==> src/rtl/denormalizer_pkg.sv <==
// Shared FPU constants and the exponent/fraction pair passed between
// the normalizer and the denormalizer.
package denormalizer_pkg;

   localparam int EXPONENT_WIDTH = 10;
   localparam int FRACTION_WIDTH = 49;
   localparam int MAX_SHIFT      = FRACTION_WIDTH;
   localparam int SHIFT_WIDTH    = $clog2(MAX_SHIFT + 1);

   typedef struct packed {
      logic signed [EXPONENT_WIDTH-1:0] exponent;
      logic [FRACTION_WIDTH-1:0]        fraction;
   } fp_norm_t;

endpackage

==> src/rtl/denormalizer_if.sv <==
// Valid/ready operand and result bus of the denormalizer.
interface denormalizer_if;
   import denormalizer_pkg::*;

   logic                             in_valid;
   logic                             in_ready;
   logic signed [EXPONENT_WIDTH-1:0] normalized_exponent;
   logic [FRACTION_WIDTH-1:0]        normalized_fraction;
   logic                             out_valid;
   logic                             out_ready;
   logic signed [EXPONENT_WIDTH-1:0] denormal_exponent;
   logic [FRACTION_WIDTH-1:0]        denormal_fraction;
   logic                             denormal_sticky;
   logic                             denormal_flag;

   modport master (
      output in_valid, normalized_exponent, normalized_fraction, out_ready,
      input  in_ready, out_valid, denormal_exponent, denormal_fraction,
             denormal_sticky, denormal_flag
   );

   modport slave (
      input  in_valid, normalized_exponent, normalized_fraction, out_ready,
      output in_ready, out_valid, denormal_exponent, denormal_fraction,
             denormal_sticky, denormal_flag
   );

endinterface

==> src/rtl/denormalizer_right_shifter.sv <==
// Combinational right shifter with sticky collection; counterpart of the
// normalizer's left shifter.
module denormalizer_right_shifter
   import denormalizer_pkg::*;
(
   input  logic [SHIFT_WIDTH-1:0]    shift_count_i,
   input  logic [FRACTION_WIDTH-1:0] operand_i,
   output logic [FRACTION_WIDTH-1:0] result_o,
   output logic                      sticky_o
);

   logic [FRACTION_WIDTH-1:0] lost_mask;

   always_comb begin
      // Bits below the shift point fall off the end; a full-width shift
      // clears the ones vector, so the mask covers every operand bit.
      lost_mask = ~({FRACTION_WIDTH{1'b1}} << shift_count_i);
      result_o  = operand_i >> shift_count_i;
      sticky_o  = |(operand_i & lost_mask);
   end

endmodule

==> src/rtl/denormalizer.sv <==
// Two-stage valid/ready pipeline that right-shifts tiny normalized results
// into subnormal form ahead of rounding.
module denormalizer
   import denormalizer_pkg::*;
(
   input  logic           clk,
   input  logic           reset_n,
   denormalizer_if.slave  bus
);

   localparam logic signed [EXPONENT_WIDTH:0] ONE_EXT   = (EXPONENT_WIDTH+1)'(1);
   localparam logic signed [EXPONENT_WIDTH:0] SAT_LIMIT = (EXPONENT_WIDTH+1)'(MAX_SHIFT);

   logic s1_en, s2_en;

   // stage 1 state
   logic                     s1_valid_q;
   fp_norm_t                 s1_op_q;
   logic [SHIFT_WIDTH-1:0]   s1_shift_q, s1_shift_d;
   logic signed [EXPONENT_WIDTH:0] exp_ext, shift_wide;

   // stage 2 state
   logic                             s2_valid_q;
   logic signed [EXPONENT_WIDTH-1:0] s2_exp_q, s2_exp_d;
   logic [FRACTION_WIDTH-1:0]        s2_frac_q, s2_frac_d;
   logic                             s2_sticky_q, s2_sticky_d;
   logic                             s2_flag_q, s2_flag_d;

   assign s2_en        = !s2_valid_q || bus.out_ready;
   assign s1_en        = !s1_valid_q || s2_en;
   assign bus.in_ready = s1_en;

   // One extra bit keeps 1 - exp from wrapping at the most negative exponent.
   always_comb begin
      exp_ext    = {bus.normalized_exponent[EXPONENT_WIDTH-1], bus.normalized_exponent};
      shift_wide = ONE_EXT - exp_ext;
      if (!exp_ext[EXPONENT_WIDTH] && (exp_ext != '0))
         s1_shift_d = '0;
      else if (shift_wide > SAT_LIMIT)
         s1_shift_d = SHIFT_WIDTH'(MAX_SHIFT);
      else
         s1_shift_d = shift_wide[SHIFT_WIDTH-1:0];
   end

   always_ff @(posedge clk or negedge reset_n) begin
      if (!reset_n) begin
         s1_valid_q <= 1'b0;
         s1_op_q    <= '0;
         s1_shift_q <= '0;
      end else if (s1_en) begin
         s1_valid_q       <= bus.in_valid;
         s1_op_q.exponent <= bus.normalized_exponent;
         s1_op_q.fraction <= bus.normalized_fraction;
         s1_shift_q       <= s1_shift_d;
      end
   end

   denormalizer_right_shifter u_shifter (
      .shift_count_i (s1_shift_q),
      .operand_i     (s1_op_q.fraction),
      .result_o      (s2_frac_d),
      .sticky_o      (s2_sticky_d)
   );

   always_comb begin
      s2_flag_d = (s1_shift_q != '0);
      s2_exp_d  = s2_flag_d ? '0 : s1_op_q.exponent;
   end

   always_ff @(posedge clk or negedge reset_n) begin
      if (!reset_n) begin
         s2_valid_q  <= 1'b0;
         s2_exp_q    <= '0;
         s2_frac_q   <= '0;
         s2_sticky_q <= 1'b0;
         s2_flag_q   <= 1'b0;
      end else if (s2_en) begin
         s2_valid_q  <= s1_valid_q;
         s2_exp_q    <= s2_exp_d;
         s2_frac_q   <= s2_frac_d;
         s2_sticky_q <= s2_sticky_d;
         s2_flag_q   <= s2_flag_d;
      end
   end

   assign bus.out_valid         = s2_valid_q;
   assign bus.denormal_exponent = s2_exp_q;
   assign bus.denormal_fraction = s2_frac_q;
   assign bus.denormal_sticky   = s2_sticky_q;
   assign bus.denormal_flag     = s2_flag_q;

endmodule
==> src/flat_wrapper.sv <==
// flat-port wrapper written by rule: the top's interface ports become plain ports
module denormalizer_flat import denormalizer_pkg::*;
  (clk, reset_n, bus_in_valid, bus_normalized_exponent, bus_normalized_fraction, bus_out_ready, bus_in_ready, bus_out_valid, bus_denormal_exponent, bus_denormal_fraction, bus_denormal_sticky, bus_denormal_flag);
  denormalizer_if bus_i ();
  input  logic clk;
  input  logic reset_n;
  input wire logic [$bits(bus_i.in_valid)-1:0] bus_in_valid;
  input wire logic [$bits(bus_i.normalized_exponent)-1:0] bus_normalized_exponent;
  input wire logic [$bits(bus_i.normalized_fraction)-1:0] bus_normalized_fraction;
  input wire logic [$bits(bus_i.out_ready)-1:0] bus_out_ready;
  output wire logic [$bits(bus_i.in_ready)-1:0] bus_in_ready;
  output wire logic [$bits(bus_i.out_valid)-1:0] bus_out_valid;
  output wire logic [$bits(bus_i.denormal_exponent)-1:0] bus_denormal_exponent;
  output wire logic [$bits(bus_i.denormal_fraction)-1:0] bus_denormal_fraction;
  output wire logic [$bits(bus_i.denormal_sticky)-1:0] bus_denormal_sticky;
  output wire logic [$bits(bus_i.denormal_flag)-1:0] bus_denormal_flag;
  assign bus_i.in_valid = bus_in_valid;
  assign bus_i.normalized_exponent = bus_normalized_exponent;
  assign bus_i.normalized_fraction = bus_normalized_fraction;
  assign bus_i.out_ready = bus_out_ready;
  assign bus_in_ready = bus_i.in_ready;
  assign bus_out_valid = bus_i.out_valid;
  assign bus_denormal_exponent = bus_i.denormal_exponent;
  assign bus_denormal_fraction = bus_i.denormal_fraction;
  assign bus_denormal_sticky = bus_i.denormal_sticky;
  assign bus_denormal_flag = bus_i.denormal_flag;
  denormalizer u_core (.clk(clk), .reset_n(reset_n), .bus(bus_i));
endmodule
==> config.mk <==
export PLATFORM = sky130hd
export DESIGN_NAME = denormalizer_flat
export DESIGN_NICKNAME = d
export VERILOG_FILES = /design/src/rtl/denormalizer_pkg.sv /design/src/rtl/denormalizer_if.sv /design/src/rtl/denormalizer_right_shifter.sv /design/src/rtl/denormalizer.sv /design/src/flat_wrapper.sv
export SDC_FILE = /design/constraint.sdc
export NUM_CORES = 1
export LEC_CHECK = 0
export CAP_MARGIN = 20
export CORE_MARGIN = 4
export CORE_UTILIZATION = 50
export CTS_CLUSTER_SIZE = 8
export DETAILED_ROUTE_END_ITERATION = 6
export PLACE_DENSITY = 0.74
export SLEW_MARGIN = 20
export SYNTH_ARGS = -nofsm -noshare
export SYNTH_HDL_FRONTEND = slang
export SYNTH_SLANG_ARGS = --single-unit
==> constraint.sdc <==
create_clock -name clk -period 5.4 [get_ports clk]
set_input_delay 1.62 -clock clk [delete_from_list [all_inputs] [get_ports clk]]
set_output_delay 1.62 -clock clk [all_outputs]
set_load 0.005 [all_outputs]
==> impl_metrics.tcl, run 1 <==
set metrics [dict create \
    status "finished with violations" \
    failed_checks "design-rule violations" \
    netlist_area_um2 8640 \
    vdd_ir_drop_max_v 0.000215 \
    htreeDepth 4 \
    maxSlewHeadroom 0.355 \
    synth_fp_nets 841 \
    clock_latency_ps 430 \
    grt_max_degree 74 \
    clock_skew_ps 10.1 \
    gp_congestion 0.965 \
    vias_per_cell 6.94 \
    r2r_start "u_core.s1_shift_q[1]" \
    dp_hpwl_mm 18.7 \
    io_pins 126 \
    grt_pass1_wl_mm 42.4 \
    drv_slew 0 \
    avgSynthCellArea_um2 11.1 \
    ys.flop_type "dfrtp_1" \
    hold_path.class "reg2reg" \
    final_common_cell "dfrtp_1" \
    cts_tree "yes" \
    r2r_end "u_core.bus.denormal_fraction[12]" \
    tns_ps 0 \
    grt_antenna_before_repair 0 \
    multi_input_area_um2 5060 \
    crit_type "in2out" \
    cts.sinks 128 \
    wl_met1_mm 10.5 \
    seqCellArea_um2 3210 \
    holdPathStages 2 \
    initial_core_util 0.516 \
    path_clk_slew_ps 60 \
    die_area_um2 19500 \
    async_flop_share 1.00 \
    initialDrtViolationCount 1207 \
    finalHoldViolations 0 \
    fmax_mhz 227 \
    fillers 1342 \
    ant_nets 0 \
    p_per_area_nw_per_um2 312 \
    final_nets 921 \
    tightest_slew_ps 964 \
    synth_edf_count 0 \
    rsz0062_at_grt "false" \
    die_h_um 139 \
    top_layer "met4" \
    synth-seq-cells 128 \
    rows 47 \
    drt-total-wl_mm 26.5 \
    routed-wl-met3_mm 2.88 \
    hold_buffers 0 \
    die_x_um 139 \
    clk_path_buf_depth 2 \
    fin_cells 1090 \
    ys_seq_area_frac 0.371 \
    setup_violations 0 \
    n_antenna_cell 0 \
    finalCriticalPeriod_ps 4400 \
    drv_cap 0 \
    worstHoldStart "u_core.bus.denormal_fraction[48]" \
    cts_setup_buffers 0 \
    cts_resized 0 \
    synthTopCellsByArea "dfrtp_1 (37%), mux4_2 (17%), mux2_2 (9.9%)" \
    grt_use_total 0.273 \
    yosys_warnings 0 \
    final_cell_mix "dfrtp_1 (125), clkdlybuf4s50_1 (124), mux2_2 (76)" \
    drc 6 \
    synth_cell_types 69 \
    endpoint_kind "output pin" \
    layout-drive-gt1-share 0.234 \
    first_global_vias 7322 \
    wl_met2_mm 12.3 \
    total_leakage_power_nw 4.14 \
    netlist.area_leader.share 0.371 \
    wire_per_inst_um 24.3 \
    min_to "u_core.bus.denormal_fraction[48]" \
    drtPass1Iterations 7 \
    gr-total-overflow 0 \
    num_vias 7570 \
    synthCells 777 \
    r2r.worst_path.cells 6 \
    worstPathArrival_ps 2780 \
    placedCellCount 1058 \
    core_um2 16800 \
    period_share 0.814 \
    path_max_fanout 2 \
    root_buffer "clkbuf_16" \
    crit_required_ps 3780 \
    cts-buffers-inserted 17 \
    r2r_slack_ps 2090 \
    syn_to_final_growth_pct 21.6 \
    io_buffer_count 125 \
    synth_top_area_cell "dfrtp_1" \
    setup.worst_path.start_class "input pin" \
]
sequential cells by signal, summed over array words and instances, names as in the netlist:
signal and count:
u_core.bus.denormal_sticky 1, u_core.s1_shift_q 6, u_core.s1_valid_q 1, u_core.s1_op_q 59, u_core.bus.out_valid 1, u_core.bus.denormal_flag 1
u_core.bus.denormal_fraction 49, u_core.bus.denormal_exponent 10
area by class of cell:
| cell class | count | area share |
|---|---|---|
| Multi-Input combinational cell | 563 | 0.481 |
| Sequential cell | 128 | 0.305 |
| Timing Repair Buffer | 138 | 0.128 |
| Clock buffer | 17 | 0.0405 |
| Tap cell | 220 | 0.0262 |
| Clock inverter | 15 | 0.0151 |
| Inverter | 9 | 0.00322 |
where the power goes:
part / switching (mW) / internal (mW) / leakage [nW]
Combinational: 0.430 / 0.476 / 2.29
Clock: 0.454 / 0.683 / 0.280
Sequential: 0.161 / 1.08 / 1.57
Total: 1.05 / 2.24 / 4.14
through the flow:
step | power (mW) | instance area, µm² | hold WS [ps] | util | setup slack (ps)
after floorplan | 1.72 | 8640 | 457 | - | 1340
after global placement | 2.11 | 9920 | 457 | 0.592 | 1010
after detailed placement | 2.14 | 9920 | 465 | 0.592 | 997
after CTS | 3.28 | 10500 | 479 | 0.627 | 990
after global routing | 3.42 | 10500 | 493 | 0.627 | 962
final | 3.28 | 10500 | 472 | 0.627 | 1000
per-layer routing:
metal / GRT usage / vias to the layer above
li1: - / 3226
met1: 0.379 / 3746
met2: 0.418 / 527
met3: 0.0707 / 71
met4: 0.0978 / 0
met5: 0 / -
Yosys cell counts, drive strengths merged (12+ instances only):
| master | count |
|---|---|
| nor2 | 43 |
| nor3 | 16 |
| a211oi | 12 |
| clkbuf | 38 |
| dfrtp | 128 |
| mux4 | 64 |
| o21ai | 32 |
| mux2i | 38 |
| a21oi | 32 |
| a22o | 19 |
| mux2 | 77 |
| nand2 | 62 |
| buf | 39 |
cells by family (layout without fill, tap and decap cells):
kind of cell / Yosys count / count (layout) / share of synthesized area
AND/OR/NAND/NOR: 177 / 177 / 0.0973
XOR/XNOR: 1 / 1 / 0.00101
adder cells (fa/ha/maj): 2 / 2 / 0.00261
AO/OA/AOI/OAI: 204 / 204 / 0.172
flip-flops: 128 / 128 / 0.371
buffers and inverters: 86 / 179 / 0.0455
multiplexers: 179 / 179 / 0.311
worst max-delay path, stage by stage:
cell             delay (ps)
clkdlybuf4s50_1         530
nor2b_4                  60
nand2_2                  70
clkdlybuf4s50_1         500
worst max-delay path by stage:
stage	slack [ps]	endpoint	startpoint	cells after the start
final	1000	bus_in_ready	bus_out_ready	4
after global routing	960	bus_in_ready	bus_out_ready	4
after CTS	990	bus_in_ready	bus_out_ready	4
after detailed placement	1000	bus_in_ready	bus_out_ready	4
after global placement	1010	bus_in_ready	bus_out_ready	4
after floorplan	1340	bus_in_ready	bus_out_ready	5
(Power assumes the default switching activity.)
==> run 2: changes to the inputs <==
==> constraint.sdc (replaced) <==
create_clock -name clk -period 4.55 [get_ports clk]
set_input_delay 1.365 -clock clk [delete_from_list [all_inputs] [get_ports clk]]
set_output_delay 1.365 -clock clk [all_outputs]
set_load 0.005 [all_outputs]
==> run 2 against run 1 <==
The flow now finishes without violations. Sequential power is 20% higher. Clock power is 18% higher. Via count hardly changed. Final area is 0.24% higher. Hold slack worse by 3.7 ps. Clock skew is 2.1 ps lower. Register-to-register slack worse by 720 ps. Highest routed layer unchanged.
==> impl_metrics.tcl, run 2 (same netlist as run 1, synthesis figures left out) <==
set metrics [dict create \
    status "finished clean" \
    busiest_layer "met2" \
    root_buffer "clkbuf_16" \
    maxSlewHeadroom 0.303 \
    vdd_ir_drop_max_v 0.000273 \
    clk_path_buf_depth 2 \
    clock_skew_ps 7.93 \
    tns_ps 0 \
    cts_tree "yes" \
    setup.worst_path.start_class "input pin" \
    critPathMaxStageDelay_ps 520 \
    layout-drive-gt1-share 0.234 \
    core_um2 16800 \
    initial_core_util 0.516 \
    cp_common_cell "clkdlybuf4s50_1" \
    final_cell_mix "dfrtp_1 (125), clkdlybuf4s50_1 (124), mux2_2 (76)" \
    drtPass1Iterations 7 \
    use_met2 0.437 \
    fin_cells 1092 \
    grt_pass1_wl_mm 44.0 \
    period_share 0.854 \
    n_antenna_cell 0 \
    cts_resized 0 \
    regMostFlops "u_core.s1_op_q" \
    finalCriticalPeriod_ps 3890 \
    path_buf_inv 2 \
    rsz0062_at_grt "false" \
    total_leakage_power_nw 4.14 \
    cts.sinks 128 \
    rows 47 \
    io_pins 126 \
    fillers 1333 \
    crit_type "in2out" \
    critical_path.slowest_cell "clkdlybuf4s50_1" \
    hold_buffers 0 \
    vias_per_cell 6.93 \
    fmax_mhz 257 \
    final_common_cell "dfrtp_1" \
    grt_antenna_before_repair 0 \
    path_max_fanout 3 \
    largest_reg_flops 59 \
    endpoint_kind "output pin" \
    first_global_vias 7660 \
    drt-total-wl_mm 27.3 \
    placedCellCount 1060 \
    dp_hpwl_mm 19.4 \
    ant_nets 0 \
    clock_latency_ps 420 \
    grt_max_degree 79 \
    hold_path.class "reg2reg" \
    grt_use_total 0.285 \
    finalHoldViolations 0 \
    crit_required_ps 3180 \
    grt.met1_usage 0.384 \
    setup_violations 0 \
    drv_cap 0 \
    fin_util 0.628 \
    syn_to_final_growth_pct 21.8 \
    final_nets 923 \
    path_cells "clkdlybuf4s50_1 -> nor2b_4 -> nand2_2 -> clkdlybuf4s50_1" \
    tightest_slew_ps 1040 \
    worstPathArrival_ps 2520 \
    power.total_mw 3.90 \
    placed_area_um2 9950 \
    gr-total-overflow 0 \
    wire_per_inst_um 25.0 \
    cp_top_family "buffers and inverters" \
    die_area_um2 19500 \
    htreeDepth 4 \
    cts_setup_buffers 0 \
    num_vias 7573 \
    die_x_um 139 \
    drc 0 \
    path_clk_slew_ps 60 \
    met3_usage 0.0762 \
    initialDrtViolationCount 1072 \
    drv_slew 0 \
    cts-buffers-inserted 17 \
    fin_area_um2 10500 \
    io_buffer_count 125 \
    gp_congestion 1.01 \
    die_h_um 139 \
    p_per_area_nw_per_um2 370 \
]
==> run 2: layer usage <==
layer / part of all wire / vias up
li1: - / 3222
met5: 0 / -
met2: 0.46 / 525
met1: 0.39 / 3727
met4: 0.042 / 0
met3: 0.11 / 99
==> run 2: tightest hold or removal path: cells and delay by family, from the launching register on <==
family           cells  cell delay [ps]
and+or+nand+nor      2              100
DFF                  1              340
==> run 2: final timing paths <==
| kind | startpoint | end | slack [ps] | cells after the start |
|---|---|---|---|---|
| max in group asynchronous | reset_n | u_core.s1_shift_q[1] | 2710 | 2 |
| worst max register to register | u_core.s1_shift_q[0] | u_core.bus.denormal_fraction[7] | 1370 | 6 |
| worst max-delay path | bus_out_ready | bus_in_ready | 660 | 4 |
| worst min register to register | u_core.bus.denormal_fraction[48] | u_core.bus.denormal_fraction[48] | 470 | 2 |
| min in group asynchronous | reset_n | u_core.bus.denormal_fraction[5] | 960 | 1 |
| worst min-delay path | u_core.bus.denormal_fraction[48] | u_core.bus.denormal_fraction[48] | 470 | 2 |
==> run 2: final cells by class <==
type,count,area (µm²),share of cell area
multi-input cells,563,5060,0.480
flip-flops and latches,128,3210,0.305
repair buffers,140,1370,0.130
clock buffers,20,447,0.0424
well taps,220,275,0.0261
clock inverters,12,135,0.0128
inverters,9,33.8,0.00321
==> run 2: where the power goes <==
| group | internal (mW) | switching (mW) |
|---|---|---|
| registers | 1.28 | 0.216 |
| logic | 0.568 | 0.496 |
| clock network | 0.822 | 0.521 |
==> run 2: stage by stage <==
step / setup WS [ps] / hold slack, ps
after floorplan: 1000 / 457
after global placement: 665 / 455
after detailed placement: 594 / 464
after CTS: 658 / 477
after global routing: 636 / 517
final: 664 / 468
==> run 3: changes to the inputs <==
--- a/config.mk
+++ b/config.mk
@@ -8,6 +8,7 @@
 export CAP_MARGIN = 20
 export CORE_MARGIN = 4
 export CORE_UTILIZATION = 50
+export CTS_CLUSTER_DIAMETER = 30
 export CTS_CLUSTER_SIZE = 8
 export DETAILED_ROUTE_END_ITERATION = 6
 export PLACE_DENSITY = 0.74
==> results of run 3 <==
Same layout as run 2: the final DEF is identical, and so are final timing and power.
